[config.mk]
export PLATFORM = sky130hd
export DESIGN_NAME = multi_parallel_adc_reader
export DESIGN_NICKNAME = d
export VERILOG_FILES = /design/src/rtl/multi_parallel_adc_reader.sv
export SDC_FILE = /design/constraint.sdc
export NUM_CORES = 1
export LEC_CHECK = 0
export CORE_UTILIZATION = 45
export DETAILED_ROUTE_END_ITERATION = 10
export GPL_TIMING_DRIVEN = 1
export PLACE_DENSITY = 0.72
export SLEW_MARGIN = 20
export SYNTH_ARGS = -nofsm -noshare
export SYNTH_HDL_FRONTEND = slang
export SYNTH_SLANG_ARGS = --single-unit
[constraint.sdc]
create_clock -name clk -period 2.2 [get_ports clk]
set_input_delay 0.33 -clock clk [delete_from_list [all_inputs] [get_ports clk]]
set_output_delay 0.33 -clock clk [all_outputs]
set_load 0.02 [all_outputs]
[src/rtl/multi_parallel_adc_reader.sv]
// Sequencer for N parallel-bus ADCs sharing CONVST, RD and data: one conversion, then one or all reads.
// Define ADC_BUSY_SYNC_EN to pass adc_busy through a 2-flop synchronizer (blanking widens to 3 cycles).
//
// state      | meaning
// IDLE       | waiting for start, bus inactive
// CONVERT    | convst_n low for one cycle
// WAIT_EOC   | blanking, then wait for adc_busy low or timeout
// READ       | cs_n[k] and rd_n low for RD_CYCLES cycles
// RECOVER    | bus released one cycle, sample_valid pulses
module multi_parallel_adc_reader #(
   parameter int N            = 8,
   parameter int DATA_W       = 12,
   parameter int RD_CYCLES    = 2,
   parameter int CONV_TIMEOUT = 64
) (
   input  logic                 clk,
   input  logic                 reset_n,
   input  logic                 start,
   input  logic                 scan,
   input  logic [$clog2(N)-1:0] adc_index,
   input  logic [DATA_W-1:0]    adc_data,
   input  logic                 adc_busy,
   output logic                 convst_n,
   output logic                 rd_n,
   output logic [N-1:0]         cs_n,
   output logic [DATA_W-1:0]    sample_data,
   output logic [$clog2(N)-1:0] sample_index,
   output logic                 sample_valid,
   output logic                 busy,
   output logic                 timeout_err
);

   localparam int IW = $clog2(N);
   localparam int TW = $clog2(CONV_TIMEOUT + 1);
   localparam int RW = $clog2(RD_CYCLES + 1);

   typedef enum logic [2:0] {
      S_IDLE,
      S_CONVERT,
      S_WAIT_EOC,
      S_READ,
      S_RECOVER
   } state_t;

   logic eoc_busy;

`ifdef ADC_BUSY_SYNC_EN
   localparam logic [1:0] BLANK = 2'd3;
   logic [1:0] busy_sync;

   always_ff @(posedge clk or negedge reset_n) begin
      if (!reset_n) busy_sync <= 2'b00;
      else          busy_sync <= {busy_sync[0], adc_busy};
   end
   assign eoc_busy = busy_sync[1];
`else
   localparam logic [1:0] BLANK = 2'd1;
   assign eoc_busy = adc_busy;
`endif

   state_t              state, state_n;
   logic [IW-1:0]       ch, ch_n;
   logic                scan_q, scan_q_n;
   logic [TW-1:0]       tmr, tmr_n;
   logic [1:0]          blank_cnt, blank_cnt_n;
   logic [RW-1:0]       rd_cnt, rd_cnt_n;
   logic                convst_n_n, rd_n_n, sample_valid_n, busy_n, timeout_err_n;
   logic [N-1:0]        cs_n_n;
   logic [DATA_W-1:0]   sample_data_n;
   logic [IW-1:0]       sample_index_n;

   always_ff @(posedge clk or negedge reset_n) begin
      if (!reset_n) begin
         state        <= S_IDLE;
         ch           <= '0;
         scan_q       <= 1'b0;
         tmr          <= '0;
         blank_cnt    <= 2'd0;
         rd_cnt       <= '0;
         convst_n     <= 1'b1;
         rd_n         <= 1'b1;
         cs_n         <= '1;
         sample_data  <= '0;
         sample_index <= '0;
         sample_valid <= 1'b0;
         busy         <= 1'b0;
         timeout_err  <= 1'b0;
      end else begin
         state        <= state_n;
         ch           <= ch_n;
         scan_q       <= scan_q_n;
         tmr          <= tmr_n;
         blank_cnt    <= blank_cnt_n;
         rd_cnt       <= rd_cnt_n;
         convst_n     <= convst_n_n;
         rd_n         <= rd_n_n;
         cs_n         <= cs_n_n;
         sample_data  <= sample_data_n;
         sample_index <= sample_index_n;
         sample_valid <= sample_valid_n;
         busy         <= busy_n;
         timeout_err  <= timeout_err_n;
      end
   end

   always_comb begin
      state_n        = state;
      ch_n           = ch;
      scan_q_n       = scan_q;
      tmr_n          = tmr;
      blank_cnt_n    = blank_cnt;
      rd_cnt_n       = rd_cnt;
      sample_data_n  = sample_data;
      sample_index_n = sample_index;
      sample_valid_n = 1'b0;
      busy_n         = busy;
      timeout_err_n  = timeout_err;

      case (state)
         S_IDLE: begin
            if (start) begin
               scan_q_n      = scan;
               ch_n          = scan ? '0 : adc_index;
               busy_n        = 1'b1;
               timeout_err_n = 1'b0;
               state_n       = S_CONVERT;
            end
         end
         S_CONVERT: begin
            tmr_n       = TW'(CONV_TIMEOUT);
            blank_cnt_n = BLANK;
            state_n     = S_WAIT_EOC;
         end
         S_WAIT_EOC: begin
            // The timer keeps running through blanking so its budget counts from convst.
            if (blank_cnt != 2'd0) begin
               blank_cnt_n = blank_cnt - 2'd1;
               if (tmr > TW'(1)) tmr_n = tmr - 1'b1;
            end else if (!eoc_busy) begin
               rd_cnt_n = RW'(RD_CYCLES - 1);
               state_n  = S_READ;
            end else if (tmr <= TW'(1)) begin
               timeout_err_n = 1'b1;
               busy_n        = 1'b0;
               state_n       = S_IDLE;
            end else begin
               tmr_n = tmr - 1'b1;
            end
         end
         S_READ: begin
            if (rd_cnt == '0) begin
               sample_data_n  = adc_data;
               sample_index_n = ch;
               sample_valid_n = 1'b1;
               state_n        = S_RECOVER;
            end else begin
               rd_cnt_n = rd_cnt - 1'b1;
            end
         end
         S_RECOVER: begin
            if (scan_q && (ch != IW'(N - 1))) begin
               ch_n     = ch + 1'b1;
               rd_cnt_n = RW'(RD_CYCLES - 1);
               state_n  = S_READ;
            end else begin
               busy_n  = 1'b0;
               state_n = S_IDLE;
            end
         end
         default: state_n = S_IDLE;
      endcase

      // Bus strobes follow the next state so they are registered yet aligned with it.
      convst_n_n = (state_n != S_CONVERT);
      rd_n_n     = (state_n != S_READ);
      cs_n_n     = '1;
      if (state_n == S_READ) cs_n_n[ch_n] = 1'b0;
   end

endmodule
---- Yosys cells after proc, flatten, opt, wreduce, memory -nomap -nowiden ----
Cells that the tools add are included.
W data, S select, Z words.
storage, ports and cells
  bits of input ports ..................... 20
  logic and storage cells ................. 98
  bits in registers ....................... 46
  output and inout bits ................... 28
operators by class
  equal/unequal tests ..................... 20
  $add $sub $neg .......................... 4
  muxes and demuxes ....................... 39
  $lt $le $gt $ge ......................... 4
  reduce and logical (&&, ||, !) cells .... 16
  bitwise gates (word level) .............. 1
operator list
  cell                   count
  $mux W7                4
  $mux W3                8
  $ne A2 B2 Y1 const B   9
  $pmux W3 S5            1
  $pmux W7 S2            1
  $mux W1                12
  $mux W2                6
  $ne A3 B3 Y1 const B   4
  $reduce_and A5 Y1      2
  $eq A3 B2 Y1 const B   3
  $mux W8                1
  $not A8 Y8             1
  $gt A7 B1 Y1 const B   1
  $le A7 B1 Y1 const B   1
  $sub A7 B1 Y7 const B  1
  $pmux W2 S3            1
  $pmux W3 S2            1
  $reduce_and A2 Y1      3
  $reduce_and A6 Y1      1
  $reduce_bool A2 Y1     3
  $reduce_bool A3 Y1     2
  $lt A3 B4 Y1 const B   1
  $pmux W2 S2            1
  $reduce_and A4 Y1      1
  13 further kinds       15

---- Logic depth before layout (Yosys ltp) ----
Gate-level depths: netlist of the first run.
  word-level depth ........................ 10
  gate-level depth with buffers ........... 7

---- Worst setup path after synthesis of the first run ----
Ideal clock, no wire load.
  kind .................................... flip-flop to flip-flop
  start point ............................. register ch[0]
  end point ............................... register cs_n[2]
  setup time .............................. 0.068 ns
  path slack .............................. 0.338 ns
  arrival time ............................ 1.794 ns
  period minus slack after synthesis ...... 1.862 ns
  required time ........................... 2.132 ns
  path buffers ............................ 0
  stages on the path, launching flop included .. 8
  path through ............................ dfrtp_1 -> ha_1 -> ha_1 -> nor4b_2 -> a21oi_2 -> a221oi_4 -> inv_2 -> nand4_1
on the way
  word-level cells in the longest chain between the ends .. 10
  elaborated cells on any way between the ends .. 16
  those cells by class .................... add/sub (1); order compare (2); eq/ne (2); mux (8); bitwise (1); reduce/logical (2)
RTL lines
  what                                                                       line  RTL
  start: declaration                                                         62    logic [IW-1:0] ch, ch_n;
  start signal: assignment                                                   90    ch <= ch_n;
  parallel branches: the longest is 2 deep, another holds $add A3 B1 Y3      n/a
  $mux W3 (*)                                                                161   if (scan_q && (ch != IW'(N - 1))) begin
  $pmux W3 S2 (*)                                                            119   case (state)
  net ch_n[1]                                                                62
  $lt A3 B4 Y1 (not written as such) / $ge A3 B1 Y1 (equally long branches)  177   if (state_n == S_READ) cs_n_n[ch_n] = 1'b0;
  $logic_and A1 B1 Y1 (not written as such)                                  177
  $mux W1 (not written as such)                                              177
  $demux W1 S3 (*)                                                           177
  $not A8 Y8 (no line) (*)                                                   n/a
  $mux W8 (*)                                                                177
  net cs_n_n[2]                                                              68    logic [N-1:0] cs_n_n;
  end signal: assignment                                                     97    cs_n <= cs_n_n;
  end: declaration                                                           25    output logic [N-1:0] cs_n,
Mark *: on every way through the listed nets, which the timed path passes.
A chain may end at the register's enable or synchronous reset.

---- Final worst setup path of the first run ----
  start point ............................. register ch[0]
  end point ............................... register rd_cnt[1]
on the way
  word-level cells in the longest chain between the ends .. 4
RTL lines
  what                         line  RTL
  $ne A3 B3 Y1                 161
  $logic_and A1 B1 Y1          161
  $ne A2 B2 Y1 (no line)       n/a
  $reduce_and A5 Y1 (no line)  n/a
  end signal: assignment       94    rd_cnt <= rd_cnt_n;
  end: declaration             66    logic [RW-1:0] rd_cnt, rd_cnt_n;
Every way passes these cells.

==> results.toml, run 1 <==
[run_status]
status = "complete, no violations"

[synthesis]
ys_top_cells_by_area = "dfrtp_1 (41%), dfstp_2 (12%), nand2_1 (9.6%), ha_1 (3.4%), a221oi_4 (2.4%)"
synthCells = 206
ys_seq_area_frac = 0.531
async_flop_share = 1.00
synth_cell_type_count = 52
synth_nets = 232
ys_ff_latch = 46
synth.avg_cell_area_um2 = 10.6
synth_warnings = 0
synth_area_um2 = 2190
synth_ff_type = "dfrtp_1"
synth_edf_count = 0
netlist.area_leader.share = 0.411
yosysTopAreaCell = "dfrtp_1"

[clock_tree]
cts-buffers-inserted = 5
htree_levels = 2
clock-root-buffer = "clkbuf_8"
cts-hold-fix-buffers = 0
cts_sinks = 46
clock_latency_ns = 0.30
cts_tree = "done"
clk_path_buf_depth = 2
path_clk_slew_ns = 0.09

[pwr]
p_int_mw = 2.24
power_leakage_nw = 1.25
swShare = 0.401
power.density_nw_per_um2 = 1320
peakVddDrop_mv = 0.800
seq_power_share = 0.396
p_sw_mw = 1.50
comb_power_share = 0.460
clkPwrFrac = 0.145

[sta]
worst_pin_slew_ns = 0.569
fin_setup_tns_ns = 0
setup_violations = 0
period_share = 0.927
period_minus_slack_ns = 2.04
rsz0062_at_grt = "no"
setup_slack_ns = 0.161
hold_violations = 0
clock_skew_ns = 0.00718
slew_headroom = 0.621
finalMaxSlewViolations = 0
max_freq_mhz = 490

[worst_setup_path]
start_kind = "register"
rrSetupSlack_ns = 0.16
r2r_start = "ch[0]$_DFF_PN0_"
crit_type = "reg -> reg"
startpoint = "ch[0]$_DFF_PN0_"
cp_max_fo = 4
worst_ep_arrival_time_ns = 2.23
cp-endpoint = "rd_cnt[1]$_DFFE_PN0P_"
reg2reg_to = "rd_cnt[1]$_DFFE_PN0P_"
worstPathRequired_ns = 2.39
reg2reg_depth = 7
end_kind = "register"

[floorplan]
rows = 25
die_w_um = 71.8
ios = 48
start_util = 0.467
dieHeight_um = 71.8
core_um2 = 4690
die_area_um2 = 5160

[final_layout]
most-common-layout-cells = "nand2_1 (56), clkdlybuf4s50_1 (46), dfrtp_1 (35)"
fin_nets = 283
finalCoreUtilization = 0.603
instances_no_fill = 312
drive_gt1_frac = 0.171
synthToLayoutAreaGrowth_pct = 29.0
antenna_cells = 0
final_common_cell = "nand2_1"

[place]
placed_cells_incl_taps = 303
routabilityCongestion = 0.825
port-buffer-count = 47
dp_hpwl_um = 2990
place_ws_ns = 0.0528

[grt]
grt_use_met2 = 0.266
gr-total-overflow = 0
grt_max_degree = 47
antenna_found_initial = 0
grtUsageMet1 = 0.270
busiest_layer = "met1"
track_usage = 0.189
grt_use_met3 = 0.0675
grt_first_pass_wirelength_um = 7440
grt_pass1_vias = 1559

[routing]
drt-total-wl_um = 4300
vias = 1675
postRouteAntennaNets = 0
drt_drc_violations_left = 0
initialDrtViolationCount = 93
avgViaCountPerCell = 5.37
dr.pass1.iters = 5
wire_per_inst_um = 13.8

[run]
drv_cap = 0

[worst_hold_path]
hold_path_class = "in -> async"
==> area by class of cell <==
class                      instances  area (um^2)
clock buffer                       6         82.6
clock inverter                     2         12.5
fill                             406         1860
inverter                          13         48.8
multi-input combinational        140          957
sequential                        46         1160
tap                               54         67.6
timing repair buffer              51          495
==> what timing repair did <==
action,CTS,global route
setup buffers,0,1
endpoints found under the setup margin,0,9
resized for setup,0,5
==> worst min path at each step <==
stage	from	depth (start not counted)	end	slack (ns)
floorplan	reset_n	0	blank_cnt[0]$_DFFE_PN0P_	0.03
CTS	reset_n	2	tmr[4]$_DFFE_PN0P_	0.13
global route	reset_n	2	tmr[5]$_DFFE_PN0P_	0.15
global placement	reset_n	2	tmr[2]$_DFFE_PN0P_	0.44
finish	reset_n	2	tmr[4]$_DFFE_PN0P_	0.10
detailed placement	reset_n	2	tmr[4]$_DFFE_PN0P_	0.45
==> cells by family (layout without fill, tap and decap cells) <==
| group | after synthesis | in the layout | share of synthesized area |
|---|---|---|---|
| mux | 3 | 3 | 0.0137 |
| simple gates | 99 | 99 | 0.242 |
| fa+ha+maj | 6 | 6 | 0.0342 |
| buf+inv | 20 | 72 | 0.0416 |
| flops | 46 | 46 | 0.531 |
| compound gates | 32 | 32 | 0.138 |
==> cell usage after synthesis (3+ instances only) <==
| cell type | instances |
|---|---|
| dfstp_2 | 10 |
| o21ai_0 | 4 |
| or4_1 | 4 |
| nor2_1 | 5 |
| ha_1 | 6 |
| nand2_1 | 56 |
| inv_1 | 9 |
| mux2i_1 | 3 |
| nor2b_1 | 3 |
| dfrtp_1 | 36 |
| nand4_1 | 8 |
| buf_2 | 4 |
| o211ai_1 | 4 |
| inv_2 | 4 |
| nand3_1 | 4 |
==> state kept, by name, summed over array words and instances (netlist names) <==
name,count
sample_data,12
cs_n,8
tmr,7
ch,3
sample_index,3
state,3
blank_cnt,2
rd_cnt,2
busy,1
convst_n,1
rd_n,1
sample_valid,1
scan_q,1
timeout_err,1
==> worst max-delay path, cell delays in order (launching register included) <==
cell and delay, ns:
dfrtp_2 0.45, ha_1 0.21, ha_2 0.20, nor4b_4 0.34, buf_4 0.17, nand2_1 0.10
a32o_2 0.33, o2bb2ai_1 0.13
==> per-stage QoR <==
step | instance area [um^2] | hold slack, ns | total power [mW]
2_1_floorplan | 2190 | 0.0344 | 2.61
3_3_place_gp | 2710 | 0.444 | 3.17
3_5_place_dp | 2710 | 0.453 | 3.21
4_1_cts | 2800 | 0.126 | 3.76
5_1_grt | 2830 | 0.148 | 4.05
6_report | 2830 | 0.104 | 3.74
==> layer usage <==
metal / wire (um) / part of all wire
met5: 0 / 0
met4: 60 / 0.014
met3: 293 / 0.068
met2: 1880 / 0.44
met1: 2070 / 0.48
==> power by group through the flow <==
stage | logic (mW) | clock network [mW] | registers [mW]
after floorplan | 0.988 | 0 | 1.63
after global placement | 1.69 | 0 | 1.48
after detailed placement | 1.73 | 0 | 1.48
after CTS | 1.73 | 0.555 | 1.48
after global routing | 1.92 | 0.594 | 1.54
final | 1.72 | 0.541 | 1.48
Power figures use the tool's default switching activity.
==> run 2, diff against run 1 <==
--- a/config.mk
+++ b/config.mk
@@ -5,6 +5,7 @@
 export SDC_FILE = /design/constraint.sdc
 export NUM_CORES = 1
 export LEC_CHECK = 0
+export CAP_MARGIN = 40
 export CORE_UTILIZATION = 45
 export DETAILED_ROUTE_END_ITERATION = 10
 export GPL_TIMING_DRIVEN = 1
==> results of run 2 <==
Final layout, timing and power as in run 1 (identical DEF).
==> run 3, diff against run 2 <==
--- a/config.mk
+++ b/config.mk
@@ -8,8 +8,8 @@
 export CAP_MARGIN = 40
 export CORE_UTILIZATION = 45
 export DETAILED_ROUTE_END_ITERATION = 10
+export DONT_BUFFER_PORTS = 1
 export GPL_TIMING_DRIVEN = 1
-export PLACE_DENSITY = 0.72
 export SLEW_MARGIN = 20
 export SYNTH_ARGS = -nofsm -noshare
 export SYNTH_HDL_FRONTEND = slang
==> run 3 against run 2 <==
Compared with the run above: sequential power up 17%; power shrank 5.9%; non-clock buffer count fell by 47; sequential cell count unchanged; clock power increased by 18%; maximum frequency is 1.7% lower; global-route usage down 1.1 points; register-to-register slack got worse by 0.04 ns; clock-buffer cell count decreased by 1; largest cell class unchanged.
==> results.toml, run 3 (synthesis gave the netlist of run 1 again) <==
[place]
place_ws_ns = 0.121
routabilityCongestion = 0.794
placed_area_um2 = 2230
dp_hpwl_um = 3010
port-buffer-count = 0

[worst_hold_path]
hold_path_class = "in -> reg"
min_path_cells = 2
hold_start = "adc_data[3]"
holdPathEnd = "sample_data[3]$_DFFE_PN0P_"

[worst_setup_path]
worst_ep_arrival_time_ns = 2.30
r2r_start = "ch[0]$_DFF_PN0_"
cp.depth = 7
cp_max_fo = 5
worstPathRequired_ns = 2.43
cp_slowest_cell = "dfrtp_1"
start_kind = "register"
rrSetupSlack_ns = 0.13
startpoint = "ch[0]$_DFF_PN0_"
slowest_delay_ns = 0.45
reg2reg_to = "cs_n[7]$_DFF_PN1_"
path_common_cell = "ha_1"
crit_type = "reg -> reg"
reg2reg_depth = 7
end_kind = "register"
crit_path_cell_trace = "ha_1 > ha_1 > nor4b_4 > a21oi_4 > a221oi_4 > inv_2 > nand4_1"
cpLargestDelayFamily = "compound AO/OA/AOI/OAI gates"
crit_buf_inv = 1

[sta]
setup_slack_ns = 0.126
max_freq_mhz = 482
period_minus_slack_ns = 2.07
setup_violations = 0
finalMaxSlewViolations = 0
hold_violations = 0
slew_headroom = 0.632
worst_pin_slew_ns = 0.552
clock_skew_ns = 0.00549
period_share = 0.943
fin_setup_tns_ns = 0

[pwr]
power_mw = 3.52
peakVddDrop_mv = 0.548
power.density_nw_per_um2 = 1470
power_leakage_nw = 1.09

[final_layout]
finalCoreUtilization = 0.511
synthToLayoutAreaGrowth_pct = 9.41
drive_gt1_frac = 0.190
most-common-layout-cells = "nand2_1 (56), dfrtp_1 (36), dfstp_2 (10)"
antenna_cells = 0
top_regs = "sample_data x12, cs_n x8, tmr x7"
fin_nets = 236
fin_area_um2 = 2400
largest_reg_flops = 12
top_register = "sample_data"
final_common_cell = "nand2_1"

[routing]
drt_drc_violations_left = 0
initialDrtViolationCount = 61
dr.pass1.iters = 4
avgViaCountPerCell = 5.72
postRouteAntennaNets = 0
drt-total-wl_um = 4320
vias = 1517
wire_per_inst_um = 16.3

[clock_tree]
cts-buffers-inserted = 5
clk_path_buf_depth = 2
cts_setup_buffers = 0
clock_latency_ns = 0.30
cts_sinks = 46
htree_levels = 2
path_clk_slew_ns = 0.09
clock-root-buffer = "clkbuf_8"
cts_tree = "done"

[floorplan]
ios = 48
dieHeight_um = 71.8
rows = 25
die_w_um = 71.8
start_util = 0.467
die_area_um2 = 5160
core_um2 = 4690

[grt]
gr-total-overflow = 0
grt_pass1_vias = 1444
grt_first_pass_wirelength_um = 6870
grt_max_degree = 47
antenna_found_initial = 0
track_usage = 0.178

[run_status]
status = "complete, no violations"

[run]
drv_cap = 0
==> run 3: metal layers <==
layer | track usage | wire (um)
met4 | 0.0588 | 50
met5 | 0 | 0
met3 | 0.0633 | 260
met2 | 0.283 | 2050
met1 | 0.228 | 1960
==> run 3: area by class of cell <==
class | count | area [um^2]
fill | 425 | 2290
sequential | 46 | 1160
multi-input combinational | 140 | 955
clock buffer | 5 | 68.8
tap | 54 | 67.6
timing repair buffer | 4 | 52.6
inverter | 13 | 48.8
clock inverter | 3 | 43.8
==> run 3: worst register-to-register path: stages (launching register included) <==
cell,delay (ns)
dfrtp_1,0.45
ha_1,0.23
ha_1,0.24
nor4b_4,0.33
a21oi_4,0.15
a221oi_4,0.39
inv_2,0.11
nand4_1,0.11
==> run 3: through the flow <==
step                      instances  hold WS, ns
final                           265        0.129
after global routing            265        0.111
after CTS                       265        0.123
after detailed placement        255       0.0356
after global placement          255       0.0357
after floorplan                 206       0.0344
==> run 3: worst max-delay path by stage <==
stage,endpoint
CTS,cs_n[7]$_DFF_PN1_
detailed placement,cs_n[1]$_DFF_PN1_
finish,cs_n[7]$_DFF_PN1_
global placement,cs_n[0]$_DFF_PN1_
floorplan,cs_n[2]$_DFF_PN1_
global route,cs_n[6]$_DFF_PN1_
==> run 3: power breakdown <==
part	internal, mW	switching (mW)	leakage [nW]	total [mW]
combinational	0.504	0.644	0.479	1.15
clock	0.341	0.298	0.0585	0.639
sequential	1.19	0.542	0.552	1.73
==> run 3: repair_timing <==
action                                 in CTS  in global routing
hold buffers                                2                  0
setup endpoints to repair                   0                  6
endpoints found under the hold margin      46                  0
gates resized for setup                     0                  2
